--- src/rtl/seq_mul_approx_if.sv ---
// Handshake/data bundle for seq_mul_approx.
//   in_valid/in_ready   : operand pair + mode offered / accepted
//   in_a, in_b          : unsigned operands, W bits
//   in_approx           : 1 = truncated partial products, 0 = exact
//   out_valid/out_ready : result offered / consumed
//   out_p               : product, OUT_W bits
// master = operand producer / result consumer, slave = the multiplier.
interface seq_mul_approx_if #(
  parameter int unsigned W     = 4,
  parameter int unsigned OUT_W = 2 * W
) ();
  logic             in_valid;
  logic             in_ready;
  logic [W-1:0]     in_a;
  logic [W-1:0]     in_b;
  logic             in_approx;
  logic             out_valid;
  logic             out_ready;
  logic [OUT_W-1:0] out_p;

  modport master (
    output in_valid, in_a, in_b, in_approx, out_ready,
    input  in_ready, out_valid, out_p
  );

  modport slave (
    input  in_valid, in_a, in_b, in_approx, out_ready,
    output in_ready, out_valid, out_p
  );
endinterface

--- src/rtl/seq_mul_approx.sv ---
// Sequential shift-add unsigned multiplier with optional truncated (approximate) mode.
// One multiplier bit is consumed per clock, LSB first, so a result is ready exactly W
// edges after the operands are accepted.
//   clk   : clock, rising edge
//   rst_n : synchronous active-low reset
//   bus   : seq_mul_approx_if.slave (operand/result handshakes, see interface file)
// In approximate mode, each shifted partial product has its TRUNC_K low bits cleared
// before accumulation. The accumulator is 2*W bits; out_p is its low OUT_W bits.
module seq_mul_approx #(
  parameter int unsigned W       = 4,
  parameter int unsigned OUT_W   = 2 * W,
  parameter int unsigned TRUNC_K = 2
) (
  input  logic              clk,
  input  logic              rst_n,
  seq_mul_approx_if.slave   bus
);

  localparam int unsigned AccW = 2 * W;
  localparam int unsigned CntW = (W > 1) ? $clog2(W) : 1;

  localparam logic [AccW-1:0] AccOne    = AccW'(1);
  // Keeps bit positions >= TRUNC_K; all ones when TRUNC_K = 0.
  localparam logic [AccW-1:0] TruncMask = ~((AccOne << TRUNC_K) - AccOne);
  localparam logic [CntW-1:0] CntLast   = CntW'(W - 1);

  typedef enum logic [1:0] {StIdle, StBusy, StDone} state_e;

  state_e          state_q, state_d;
  logic [W-1:0]    a_q, a_d;
  logic [W-1:0]    b_q, b_d;
  logic            approx_q, approx_d;
  logic [AccW-1:0] acc_q, acc_d;
  logic [CntW-1:0] cnt_q, cnt_d;

  logic [AccW-1:0] pp_shift;
  logic [AccW-1:0] pp_masked;

  assign pp_shift  = {{W{1'b0}}, a_q} << cnt_q;
  assign pp_masked = approx_q ? (pp_shift & TruncMask) : pp_shift;

  always_comb begin
    state_d  = state_q;
    a_d      = a_q;
    b_d      = b_q;
    approx_d = approx_q;
    acc_d    = acc_q;
    cnt_d    = cnt_q;

    unique case (state_q)
      StIdle: begin
        if (bus.in_valid) begin
          a_d      = bus.in_a;
          b_d      = bus.in_b;
          approx_d = bus.in_approx;
          acc_d    = '0;
          cnt_d    = '0;
          state_d  = StBusy;
        end
      end
      StBusy: begin
        if (b_q[cnt_q]) begin
          acc_d = acc_q + pp_masked;
        end
        if (cnt_q == CntLast) begin
          state_d = StDone;
        end else begin
          cnt_d = cnt_q + CntW'(1);
        end
      end
      StDone: begin
        if (bus.out_ready) begin
          state_d = StIdle;
        end
      end
      default: state_d = StIdle;
    endcase
  end

  always_ff @(posedge clk) begin
    if (!rst_n) begin
      state_q  <= StIdle;
      a_q      <= '0;
      b_q      <= '0;
      approx_q <= 1'b0;
      acc_q    <= '0;
      cnt_q    <= '0;
    end else begin
      state_q  <= state_d;
      a_q      <= a_d;
      b_q      <= b_d;
      approx_q <= approx_d;
      acc_q    <= acc_d;
      cnt_q    <= cnt_d;
    end
  end

  assign bus.in_ready  = (state_q == StIdle);
  assign bus.out_valid = (state_q == StDone);
  assign bus.out_p     = acc_q[OUT_W-1:0];

endmodule

--- src/flat_wrapper.sv ---
// flat-port wrapper written by rule: the top's interface ports become plain ports
module seq_mul_approx_flat 
#(
  parameter int unsigned W       = 4,
  parameter int unsigned OUT_W   = 2 * W,
  parameter int unsigned TRUNC_K = 2
)
  (clk, rst_n, bus_in_valid, bus_in_a, bus_in_b, bus_in_approx, bus_out_ready, bus_in_ready, bus_out_valid, bus_out_p);
  seq_mul_approx_if #(.W(W), .OUT_W(OUT_W)) bus_i ();
  input  logic clk;
  input  logic rst_n;
  input wire logic [$bits(bus_i.in_valid)-1:0] bus_in_valid;
  input wire logic [$bits(bus_i.in_a)-1:0] bus_in_a;
  input wire logic [$bits(bus_i.in_b)-1:0] bus_in_b;
  input wire logic [$bits(bus_i.in_approx)-1:0] bus_in_approx;
  input wire logic [$bits(bus_i.out_ready)-1:0] bus_out_ready;
  output wire logic [$bits(bus_i.in_ready)-1:0] bus_in_ready;
  output wire logic [$bits(bus_i.out_valid)-1:0] bus_out_valid;
  output wire logic [$bits(bus_i.out_p)-1:0] bus_out_p;
  assign bus_i.in_valid = bus_in_valid;
  assign bus_i.in_a = bus_in_a;
  assign bus_i.in_b = bus_in_b;
  assign bus_i.in_approx = bus_in_approx;
  assign bus_i.out_ready = bus_out_ready;
  assign bus_in_ready = bus_i.in_ready;
  assign bus_out_valid = bus_i.out_valid;
  assign bus_out_p = bus_i.out_p;
  seq_mul_approx #(.W(W), .OUT_W(OUT_W), .TRUNC_K(TRUNC_K)) u_core (.clk(clk), .rst_n(rst_n), .bus(bus_i));
endmodule
--- config.mk ---
export PLATFORM = sky130hd
export DESIGN_NAME = seq_mul_approx_flat
export DESIGN_NICKNAME = d
export VERILOG_FILES = /design/src/rtl/seq_mul_approx_if.sv /design/src/rtl/seq_mul_approx.sv /design/src/flat_wrapper.sv
export SDC_FILE = /design/constraint.sdc
export NUM_CORES = 1
export LEC_CHECK = 0
export ABC_AREA = 1
export CAP_MARGIN = 5
export CORE_MARGIN = 2
export CORE_UTILIZATION = 35
export CTS_CLUSTER_DIAMETER = 60
export DETAILED_ROUTE_END_ITERATION = 12
export SLEW_MARGIN = 5
export SYNTH_ARGS = -nofsm -noshare
export SYNTH_HDL_FRONTEND = slang
export SYNTH_SLANG_ARGS = --single-unit
export TNS_END_PERCENT = 1
--- constraint.sdc ---
create_clock -name clk -period 1.8 [get_ports clk]
set_clock_uncertainty 0.15 [all_clocks]
set_input_delay 0.36 -clock clk [delete_from_list [all_inputs] [get_ports clk]]
set_output_delay 0.36 -clock clk [all_outputs]
set_load 0.02 [all_outputs]
==> flow_summary_export.csv, run 1 <==
group,metric,value,unit
run_status,status,"finished, violations left",
run_status,violations,"setup timing",
sta,relSlewSlack,78.4,%
place,port_buffers,22,
cells_and_area,n_antenna_cell,0,
grt,grt_pass1_wl,5330,µm
cells_and_area,fin_nets,253,
logic_synthesis,ys_ff_latch,21,
logic_synthesis,synth_area,0.00134,mm²
logic_synthesis,synth-seq-area-share,31.4,%
sta,period_minus_slack,1.92,ns
logic_synthesis,synth_warnings,0,
setup_path,cp_max_fo,6,
sta,tightest_slew,0.323,ns
grt,grt_pass1_vias,1204,
setup_path,endpoint_kind,"register",
cts,h-tree-depth,1,
min_path,hold_path_class,"reg -> reg",
cts,root_buffer,"clkbuf_8",
place,dp_hpwl,2380,µm
logic_synthesis,synth_nets,208,
sta,finalHoldViolCount,0,
logic_synthesis,synthCells,186,
drt,drt_iter0_markers,45,
grt,grt-ovfl-total,0,
flow_run,drv_cap,0,
cts,cts.sinks,21,
logic_synthesis,synth_cell_types,33,
cts,worstSkewPairLatency,0.26,ns
place,place.gp.congestion,0.863,
setup_path,startpoint_type,"register",
place,place_ws,-0.214,ns
sta,finalCritPeriodShare,107,%
grt,track_usage,15.9,%
sta,fmax,521,MHz
cts,path_clk_slew,0.09,ns
setup_path,critPathKind,"reg -> reg",
cells_and_area,final_layout_size_suffix_gt1_share,31.7,%
drt,wl_per_cell,11.4,µm
sta,setup-violations-final,6,
cts,numCtsBuffers,3,
sta,final_max_slew_viol_count,0,
die,core_area,0.00366,mm²
setup_path,cp_data_arrival_time,1.97,ns
sta,setup_slack,-0.120,ns
cells_and_area,syn2layout_area_growth,44.9,%
cts,cts_buffer_depth,2,
die,initial_core_util,36.6,%
cts,cts_tree,"built",
die,rows,22,
drt,drc,0,
drt,ant_nets,0,
cells_and_area,final_cell_mix,"25 x nand2_1, 25 x nor2_1, 20 x buf_4",
drt,num_vias,1289,
grt,grt_start_max_net_pins,15,
die,die_h,65.9,µm
die,io_pins,23,
sta,rsz0062_at_grt,"yes",
pwr,power_density,793,mW/mm²
logic_synthesis,syn_avg_cell_area,7.20,µm²
die,die_x,65.9,µm
drt,drt_wl_total,3170,µm
pwr,ir_drop,0.000546,V
die,die_area,0.00434,mm²
drt,vias_per_cell,4.64,
drt,drtPass1Iterations,4,
grt,antenna_found_initial,0,
sta,hold_slack,0.313,ns
setup_path,crit_required,1.85,ns
pwr,p_leak,0.939,nW
-- final timing paths --
kind / startpoint / to / slack [ns] / cells after the start
setup / recovery: u_core.cnt_q[0] / u_core.bus.out_p[5] / -0.12 / 10
hold / removal: u_core.b_q[2] / u_core.b_q[2] / 0.31 / 2
setup reg to reg: u_core.cnt_q[0] / u_core.bus.out_p[5] / -0.12 / 10
hold reg to reg: u_core.b_q[2] / u_core.b_q[2] / 0.31 / 2
-- power by group --
group | switching [mW] | internal (mW)
sequential | 0.0533 | 0.516
clock | 0.169 | 0.156
combinational | 0.341 | 0.304
-- sequential cells by signal, indices dropped and copies added, names as in the netlist --
name and flops:
u_core.cnt_q 2, u_core.b_q 4, u_core.approx_q 1, u_core.bus.out_p 8
u_core.state_q 2, u_core.a_q 4
-- metrics by stage --
step                      TNS [ns]  cell area [µm²]  std cells  power (mW)  utilization (%)
after global placement      -0.966             1740        269        1.14             47.6
after CTS                   -0.355             1840        275        1.49             50.3
final                       -0.409             1940        278        1.54             53.0
after global routing         -1.11             1940        278        1.65             53.0
after detailed placement    -0.999             1740        269        1.14             47.6
after floorplan            -0.0965             1350        186       0.936                -
-- area by class of cell --
| cell class | instances | area (µm²) |
|---|---|---|
| Clock buffer | 3 | 41.3 |
| Clock inverter | 1 | 7.51 |
| Fill cell | 358 | 1720 |
| Inverter | 26 | 114 |
| Multi-Input combinational cell | 134 | 872 |
| Sequential cell | 21 | 429 |
| Tap cell | 48 | 60.1 |
| Timing Repair Buffer | 45 | 418 |
-- timing repair --
item                                    in CTS  in global routing
pin swaps                                   10                 11
hold buffers                                 0                  0
buffers inserted                             2                  3
resized for setup                           21                 25
endpoints found under the setup margin      12                 11
-- synth_stat cells --
library cell / count / area share [%]
o21ai_2: 1 / 0.65
nor4_1: 1 / 0.47
nand3b_1: 1 / 0.56
inv_4: 1 / 0.47
fa_1: 1 / 1.5
ha_1: 8 / 7.5
o21a_1: 1 / 0.56
nor2_4: 1 / 0.84
buf_2: 1 / 0.37
nand4_1: 1 / 0.47
nor2_1: 25 / 7.0
a21oi_1: 14 / 5.2
nor2_2: 1 / 0.47
inv_1: 21 / 5.9
nand2_1: 33 / 9.2
nand2_2: 3 / 1.4
buf_4: 1 / 0.56
inv_2: 3 / 0.84
nand2_4: 1 / 0.84
bufinv_8: 1 / 1.3
nor3_1: 1 / 0.37
o21ai_0: 7 / 2.6
mux2i_1: 2 / 1.5
a211oi_1: 3 / 1.7
dfxtp_1: 21 / 31
clkbuf_1: 1 / 0.28
o21ai_1: 9 / 3.4
a21o_1: 1 / 0.56
a22oi_1: 2 / 1.1
nand3_1: 13 / 4.9
nand3_2: 2 / 1.5
buf_6: 2 / 1.7
nand2_8: 2 / 3.0
-- routing by layer --
layer	part of all wire (%)	GRT usage [%]	vias up
met5	0	0	-
met4	1.1	2.34	0
met3	3.1	4.09	4
met2	48	27.9	19
met1	48	19.9	573
li1	-	-	693
-- worst max-delay path, cell delays in order, from the launching register on --
cell	delay, ns
dfxtp_4	0.40
mux2i_2	0.24
mux2i_1	0.11
ha_1	0.36
nand2_2	0.11
inv_1	0.07
nand2_1	0.10
nand3_1	0.08
nand2_1	0.06
nand3_1	0.06
a21oi_1	0.12
-- logic make-up after synthesis --
kind of cell               after synthesis  share of synthesized area (%)
muxes                                    2                           1.49
buffers and inverters                   31                           11.4
DFF                                     21                           31.4
and+or+nand+nor                         85                           31.0
AOI/OAI and AO/OA                       38                           15.8
adders and majority gates                9                           8.96
No activity file was read; power rests on OpenSTA's default activity.
==> run 2: changes to the inputs <==
Settings changed: PLACE_DENSITY set to 0.6.
==> results of run 2 <==
Final layout, timing and power as in run 1 (identical DEF).
